[config.mk]
export PLATFORM = sky130hd
export DESIGN_NAME = bp_update_ctrl
export DESIGN_NICKNAME = d
export VERILOG_FILES = /design/src/rtl/bp_pkg.sv /design/src/rtl/bp_update_fifo.sv /design/src/rtl/bp_update_ctrl.sv
export SDC_FILE = /design/constraint.sdc
export NUM_CORES = 1
export LEC_CHECK = 0
export ABC_AREA = 1
export CORE_AREA = 4 4 85 87
export DETAILED_ROUTE_END_ITERATION = 8
export DIE_AREA = 0 0 89 91
export GPL_TIMING_DRIVEN = 0
export PLACE_DENSITY = 0.87
export SYNTH_ARGS = -nofsm -noshare
export SYNTH_HDL_FRONTEND = slang
export SYNTH_SLANG_ARGS = --single-unit
[constraint.sdc]
create_clock -name clk -period 2.5 [get_ports clk]
set_clock_uncertainty 0.05 [all_clocks]
set_input_delay 0.625 -clock clk [delete_from_list [all_inputs] [get_ports clk]]
set_output_delay 0.625 -clock clk [all_outputs]
set_load 0.03 [all_outputs]
[src/rtl/bp_pkg.sv]
// Shared types for the branch-predictor update controller: PC width,
// FIFO entry layout and controller state encoding.
package bp_pkg;
  localparam int PC_W = 10;

  typedef struct packed {
    logic [PC_W-1:0] pc;
    logic            taken;
  } bp_update_t;

  typedef enum logic {RUN = 1'b0, FLUSH = 1'b1} bp_ctrl_state_t;

  // Fetch restart address after a mispredict; not-taken falls through.
  function automatic logic [PC_W-1:0] redirect_of(input logic [PC_W-1:0] pc,
                                                  input logic            taken,
                                                  input logic [PC_W-1:0] target);
    return taken ? target : pc + PC_W'(1);
  endfunction
endpackage

[src/rtl/bp_update_fifo.sv]
// Update FIFO between branch resolve and predictor write port.
// Head reads 0 when empty so the predictor never sees stale data.
module bp_update_fifo
  import bp_pkg::*;
#(
  parameter int DEPTH = 4
) (
  input  logic          clk,
  input  logic          rst,
  input  logic          push,
  input  logic          pop,
  input  logic [PC_W:0] din,
  output logic          full,
  output logic          empty,
  output logic [PC_W:0] head
);
  localparam int AW = $clog2(DEPTH);

  bp_update_t       mem [DEPTH];
  logic [AW:0]      wr_ptr, rd_ptr;
  logic             do_push, do_pop;

  // Extra pointer bit tells full from empty when the indices match.
  assign empty   = (wr_ptr == rd_ptr);
  assign full    = (wr_ptr[AW] != rd_ptr[AW]) && (wr_ptr[AW-1:0] == rd_ptr[AW-1:0]);
  assign do_push = push && !full;
  assign do_pop  = pop && !empty;
  assign head    = empty ? '0 : mem[rd_ptr[AW-1:0]];

  always_ff @(posedge clk or posedge rst) begin
    if (rst) begin
      wr_ptr <= '0;
      rd_ptr <= '0;
    end else begin
      if (do_push) wr_ptr <= wr_ptr + (AW+1)'(1);
      if (do_pop)  rd_ptr <= rd_ptr + (AW+1)'(1);
    end
  end

  always_ff @(posedge clk) begin
    if (do_push) mem[wr_ptr[AW-1:0]] <= bp_update_t'(din);
  end
endmodule

[src/rtl/bp_update_ctrl.sv]
// Branch-predictor update controller: queues resolves, drains them to the
// predictor, and flushes on mispredict. Optional statistics: BP_STATS_EN.
module bp_update_ctrl
  import bp_pkg::*;
#(
  parameter int DEPTH        = 4,
  parameter int FLUSH_CYCLES = 2
) (
  input  logic            clk,
  input  logic            rst,
  input  logic            resolve_valid,
  output logic            resolve_ready,
  input  logic [PC_W-1:0] resolve_pc,
  input  logic            resolve_taken,
  input  logic            resolve_predicted,
  input  logic [PC_W-1:0] resolve_target,
  input  logic            bp_hold,
  output logic            bp_we,
  output logic [PC_W-1:0] bp_update_pc,
  output logic            bp_branch_taken,
  output logic            flush,
  output logic [PC_W-1:0] redirect_pc,
  output logic [15:0]     branch_count,
  output logic [15:0]     mispredict_count
);
  localparam int CW = (FLUSH_CYCLES > 1) ? $clog2(FLUSH_CYCLES) : 1;

  bp_ctrl_state_t  state_q, state_d;
  logic [CW-1:0]   cnt_q, cnt_d;
  logic            full, empty, accept, push, mispred;
  logic [PC_W:0]   head;
  logic            flush_q;
  logic [PC_W-1:0] redirect_q;

  assign resolve_ready   = !full;
  assign accept          = resolve_valid && !full;
  assign bp_we           = !empty && !bp_hold;
  assign bp_update_pc    = head[PC_W:1];
  assign bp_branch_taken = head[0];
  assign flush           = flush_q;
  assign redirect_pc     = redirect_q;

  bp_update_fifo #(.DEPTH(DEPTH)) u_fifo (
    .clk   (clk),
    .rst   (rst),
    .push  (push),
    .pop   (bp_we),
    .din   ({resolve_pc, resolve_taken}),
    .full  (full),
    .empty (empty),
    .head  (head)
  );

  always_ff @(posedge clk or posedge rst) begin
    if (rst) begin
      state_q <= RUN;
      cnt_q   <= '0;
    end else begin
      state_q <= state_d;
      cnt_q   <= cnt_d;
    end
  end

  // FLUSH spans FLUSH_CYCLES cycles starting with the flush-pulse cycle.
  always_comb begin
    state_d = state_q;
    cnt_d   = cnt_q;
    case (state_q)
      RUN: if (mispred) begin
        state_d = FLUSH;
        cnt_d   = CW'(FLUSH_CYCLES - 1);
      end
      FLUSH: if (cnt_q == '0) state_d = RUN;
             else             cnt_d   = cnt_q - CW'(1);
      default: state_d = RUN;
    endcase
  end

  // Wrong-path resolves are still accepted (to unblock execute) but dropped.
  always_comb begin
    push    = accept && (state_q == RUN);
    mispred = push && (resolve_taken != resolve_predicted);
  end

  always_ff @(posedge clk or posedge rst) begin
    if (rst) begin
      flush_q    <= 1'b0;
      redirect_q <= '0;
    end else begin
      flush_q    <= mispred;
      redirect_q <= mispred ? redirect_of(resolve_pc, resolve_taken, resolve_target) : '0;
    end
  end

`ifdef BP_STATS_EN
  logic [15:0] br_q, mp_q;

  always_ff @(posedge clk or posedge rst) begin
    if (rst) begin
      br_q <= '0;
      mp_q <= '0;
    end else begin
      if (push && br_q != 16'hFFFF)    br_q <= br_q + 16'd1;
      if (mispred && mp_q != 16'hFFFF) mp_q <= mp_q + 16'd1;
    end
  end

  assign branch_count     = br_q;
  assign mispredict_count = mp_q;
`else
  assign branch_count     = '0;
  assign mispredict_count = '0;
`endif
endmodule

---- Yosys cells after proc, flatten, opt, wreduce, memory -nomap -nowiden ----
Memory sizes are Yosys's and may differ from the RTL's.
Cells that the tools add are included.
storage, ports and cells
  memories ................................ 1
  bits in registers ....................... 19
  word-level logic and storage cells ...... 38
  ROM bits ................................ 0
  input bits .............................. 26
  memory bits (writable) .................. 44
  bits in latches ......................... 0
operators by class
  equal/unequal tests ..................... 5
  magnitude comparators ................... 0
  div/mod/pow operators ................... 0
  bitwise operators ....................... 1
  add/subtract/negate cells ............... 4
  multiply operators ...................... 0
  mux-type cells .......................... 11
  shift operators ......................... 0
  reduce and logical (&&, ||, !) cells .... 10
memory list
  name        depth  bits a word  read ports  clocked after Yosys merged registers in  write ports  RTL line              source
  u_fifo.mem  4      11           1           0                                        1            bp_update_fifo.sv:19  bp_update_t mem [DEPTH];
operators with widths
  cell                                            count
  2-to-1 mux 10 bit                               2
  2-to-1 mux 11 bit                               1
  adder 10 x 1 -> 10 bit (second input constant)  1
  logical AND 1 bit                               7
  adder 3 x 1 -> 3 bit (second input constant)    2
  2-to-1 mux 1 bit                                6
  one-hot mux 1 bit (2 select lines)              2
  == test 3 bit                                   1
  logical NOT 1 bit                               3
  == test 2 bit                                   1
  != test 1 bit                                   2
  != test 2 bit (second input constant)           1
  NOT 1 bit                                       1
  subtractor 1 bit (second input constant)        1

---- Logic depth before layout (Yosys ltp) ----
  depth after elaboration ................. 8
  gate-level depth with buffers ........... 9
  depth with buffers taken out ............ 9

---- By module ----
From an unflattened synthesis, not the netlist that was laid out.
unflattened totals
  cells, all modules ...................... 337
  area total of the unflattened synthesis .. 3,248.1 µm²
modules (own cells, without submodules)
  module          cells each  instances  area each (µm²)
  bp_update_fifo  205         1          2,285.9
  bp_update_ctrl  132         1          962.2

---- Least setup slack after synthesis ----
Ideal clock, no wire load.
  kind .................................... input-to-reg
  start ................................... input port resolve_valid
  end ..................................... memory u_fifo.mem[0][0] in the netlist's numbering (enable)
  library setup time ...................... 0.378 ns
  path slack .............................. 0.386 ns
  arrival time ............................ 1.686 ns
  data required time ...................... 2.072 ns
  cell stages on the path ................. 4
  cells stage by stage .................... inv_1 nor2_1 nand2_4 nor2_1
between the ends
  word-level cells in the longest chain between the ends .. 5
ends and longest elaborated chain
  element                                 RTL line              source
  start: declaration                      bp_update_ctrl.sv:11  input logic resolve_valid,
  logical AND 1 bit                       bp_update_ctrl.sv:36  assign accept = resolve_valid && !full;
  logical AND 1 bit                       bp_update_ctrl.sv:81  push = accept && (state_q == RUN);
  logical AND 1 bit                       bp_update_fifo.sv:26  assign do_push = push && !full;
  2-to-1 mux 1 bit                        bp_update_fifo.sv:41  if (do_push) mem[wr_ptr[AW-1:0]] <= bp_update_t'(din);
  2-to-1 mux 1 bit (implied by the code)  bp_update_fifo.sv:41
  end: declaration                        bp_update_fifo.sv:19
Every way passes these cells.

---- Final worst setup path ----
  start ................................... register u_fifo.rd_ptr[0]
  end ..................................... output port bp_update_pc[3]
between the ends
  word-level cells in the longest chain between the ends .. 2
ends and longest elaborated chain
  element                                                    RTL line              source
  start: declaration                                         bp_update_fifo.sv:20  logic [AW:0] wr_ptr, rd_ptr;
  start signal: assignment                                   bp_update_fifo.sv:36  if (do_pop) rd_ptr <= rd_ptr + (AW+1)'(1);
  memory read (4 x 11 bit) or == test 3 bit (tied branches)  n/a
  2-to-1 mux 11 bit *                                        bp_update_fifo.sv:28  assign head = empty ? '0 : mem[rd_ptr[AW-1:0]];
  end: declaration                                           bp_update_ctrl.sv:19  output logic [PC_W-1:0] bp_update_pc,
Mark *: on every way between the ends. The rest lies on a longest branch, timed or not.

==> results.md <==
- Status: finished, violations left
- Violations in the final reports: setup timing
- Placed instance area: approximately 0.0038 mm²
- Post-synthesis xor/xnor area fraction: about 1.1%
- Peak supply drop: just under 0.0008 V
- Pins Over Slew Limit: 0
- CTS Root Cell: clkbuf_8
- Slew @ Worst Pin: approximately 0.75 ns
- # hold bufs at CTS: 0
- DP HPWL: between 4000 and 5000 µm
- CP Capture Type: output port
- Clock buffer depth: 2
- Adder-cell area share of the yosys netlist: 2.40%
- Commonest cells after routing, fill and taps aside: nand2_1, edfxtp_1, nor2_1, buf_4
- Synth Register Bits: 63
- DRT iter0 DRCs: 242
- TritonCTS Buffers: 9
- Hold path cells: 1
- # clock sinks: between 60 and 70
- Mux contribution to synthesized area: 0%
- Starting Density: a little under 50%
- Netlist Area Pre-Place: between 0.003 and 0.004 mm²
- IO Port Bufs: slightly below 50
- Worst min path class: reg -> reg
- Worst setup SP type: flip-flop
- Register area share after synthesis: between 50 and 60%
- Drt pass-1 iters: 5
- Total Routing Usage GR: roughly 18%
- Clock period minus worst slack: around 2.5 ns
- Hold Path Sink: cnt_q$_DFFE_PP0P_
- Max-cap violation count: 0
- DR DRC count: 0
- FF-to-FF setup slack: 0.61 ns
- Final setup margin: -0.0467 ns
- Arr. time, crit path: 1.87 ns
- Final Total Pwr: about 4.7 mW
- IO Pins: 82
- Cell row count: 29
- Largest stage delay, worst path: between 0.4 and 0.5 ns
- WL final: between 7000 and 8000 µm
- ANT nets after route: 0
- Simple-gate share of the synthesized area: about 17%
- Inserted Diodes: 0
- Top delay family on crit path: buffers and inverters
- Mean area per synthesized cell: 9.71 µm²
- CP max-delay cell: dfrtp_2
- First-pass GRT wire length: 11,100 µm
- Hold Vio Cnt, Final: 0
- Fin util: between 60% and 70%
- Via density: a little under 5
- Core area: about 0.0063 mm²
- WL/cell: 14.6 µm
- Proportion of layout cells with a drive suffix above 1: a little over a fifth
- Warnings from Yosys: 0
- Cell Chain, Critical Path: inv_4 > buf_4 > nor2_1 > o22ai_2 > nand2_1 > inv_1 > clkdlybuf4s15_2
- Nets: about 450
- Most common cell after layout, fill and taps aside: nand2_1
- Finished Layout Cells: approximately 500
- H-tree levels: 3
- DIE AREA: between 0.008 and 0.009 mm²
- WP buf/inv: 4
- CTS tree: done
- Routability cong.: ~0.86
- R2R cell count: 3
- Fillers: 489
- Final setup viols: 1
- Compound-Gate Fraction of Synth Area: ~8%
- Vias: about 2,400
- Initial antenna violation count: 0
- Combinational family with the most area after synthesis: simple AND/OR/NAND/NOR gates
- Die Wd: ~89 µm
- Post-synthesis cell count: 322
- Synth-to-Final Area Change: 30.7%
- Number of global-route vias before repair: about 2,400
- Clock Pin Slew Worst Setup and Hold Paths: around 0.07 ns
- Pin count of the biggest net entering global routing: 20
- R2r endpoint: u_fifo.mem[3][3]$_DFFE_PP_
- Netlist cell types: 26
- RSZ-0062 raised after global routing: yes
- Slew HR: between 50% and 60%
- Power Dens Cells: 1140 mW/mm²
- # placed instances: 479
- Worst-path fanout max: 10
- Required @ worst endpoint: 1.82 ns
- Cell leakage power: about 1.9 nW
- Reg2Reg Launch Point: state_q$_DFF_PP0_
- Crit Path Category: reg -> out
- Hold path start: state_q$_DFF_PP0_
- Final Instance Area: approximately 0.004 mm²
- Max Clock Freq: between 300 and 400 MHz
- Clock Latency Late Sink: roughly 0.33 ns
- Period utilization: 102%
- Grt total ovfl: 0
- Die H: slightly above 90 µm
[cell families (layout without fill, tap and decap cells)]
logic type,Yosys count,count (layout)
buffers and inverters,80,146
AOI/OAI and AO/OA,47,47
and+or+nand+nor,121,121
adders and majority gates,6,6
DFF,63,63
xor gates and xnor gates,4,4
other,1,32
[routing by layer]
layer / vias up / GRT usage, % / wire [µm]
met2: 159 / 30.7 / 3550
met3: 32 / 6.33 / 905
met4: 0 / 10.4 / 265
met1: 1082 / 19.5 / 2500
li1: 1176 / - / -
met5: - / 0 / 0
[stage by stage]
step | worst slack (ns) | setup TNS [ns] | hold slack [ns]
floorplan | 0.386 | 0 | 0.400
global placement | -0.447 | -19.88 | 0.418
detailed placement | -0.512 | -22.58 | 0.418
CTS | 0.00105 | 0 | 0.451
global route | -0.0789 | -0.0789 | 0.466
finish | -0.0467 | -0.0467 | 0.461
[how the worst max path moves through the flow]
stage | start | to | slack, ns | cells past startpoint
4_1_cts | u_fifo.rd_ptr[0]$_DFFE_PP0P_ | bp_update_pc[0] | 0.001 | 8
2_1_floorplan | resolve_valid | u_fifo.mem[0][0]$_DFFE_PP_ | 0.39 | 4
3_3_place_gp | resolve_valid | u_fifo.mem[3][9]$_DFFE_PP_ | -0.45 | 5
6_report | u_fifo.rd_ptr[0]$_DFFE_PP0P_ | bp_update_pc[3] | -0.05 | 7
5_1_grt | u_fifo.rd_ptr[0]$_DFFE_PP0P_ | bp_update_pc[3] | -0.08 | 7
3_5_place_dp | resolve_valid | u_fifo.mem[3][9]$_DFFE_PP_ | -0.51 | 5
[power by group]
group          switching [mW]  leakage (nW)  internal (mW)
Sequential              0.123         0.649           1.36
Combinational            1.45          1.13          0.659
Clock                   0.373         0.122          0.685
[worst reg2reg max path: stages, from the launching register on]
cell and delay [ns]:
dfrtp_1 0.40, nor2_1 0.49, nand2_4 0.24, nor2_4 0.38
[area by class of cell]
cell class | instances | area (µm²) | share of cell area [%]
Buffer | 40 | 294 | 7.20
Clock buffer | 10 | 138 | 3.37
Clock inverter | 6 | 108 | 2.63
Inverter | 40 | 153 | 3.74
Multi-Input combinational cell | 210 | 1060 | 25.8
Sequential cell | 63 | 1800 | 44.0
Tap cell | 77 | 96.3 | 2.36
Timing Repair Buffer | 50 | 443 | 10.8
[Yosys cell counts]
cell,count,area [µm²]
xor2_1,2,17.5
buf_1,1,3.75
inv_1,37,139
inv_2,3,11.3
nand2_1,51,191
o21ai_0,28,140
buf_4,32,240
buf_2,4,20.0
nand3_1,8,40.0
nor2_1,46,173
conb_1,1,3.75
o22ai_1,12,75.1
xnor2_1,2,17.5
clkbuf_1,3,11.3
a21oi_2,1,8.76
nand4_1,5,31.3
nand2_4,1,11.3
nand3_2,1,10.0
a21oi_1,4,20.0
o21ai_1,2,10.0
nand3_4,2,35.0
dfrtp_1,19,475
nand2_2,1,6.26
or2_2,6,37.5
edfxtp_1,44,1320
ha_1,6,75.1
[sequential cells by signal (all words and copies together) (netlist names)]
| signal | count |
|---|---|
| u_fifo.rd_ptr | 3 |
| u_fifo.mem | 44 |
| flush | 1 |
| cnt_q | 1 |
| u_fifo.wr_ptr | 3 |
| redirect_pc | 10 |
| state_q | 1 |
[repair_timing]
| item | 4_1_cts | 5_1_grt |
|---|---|---|
| setup buffers | 1 | 0 |
| setup endpoints to repair | 57 | 45 |
| pin swaps | 0 | 0 |
| gates resized for setup | 48 | 31 |
No activity file was read; power rests on OpenSTA's default activity.
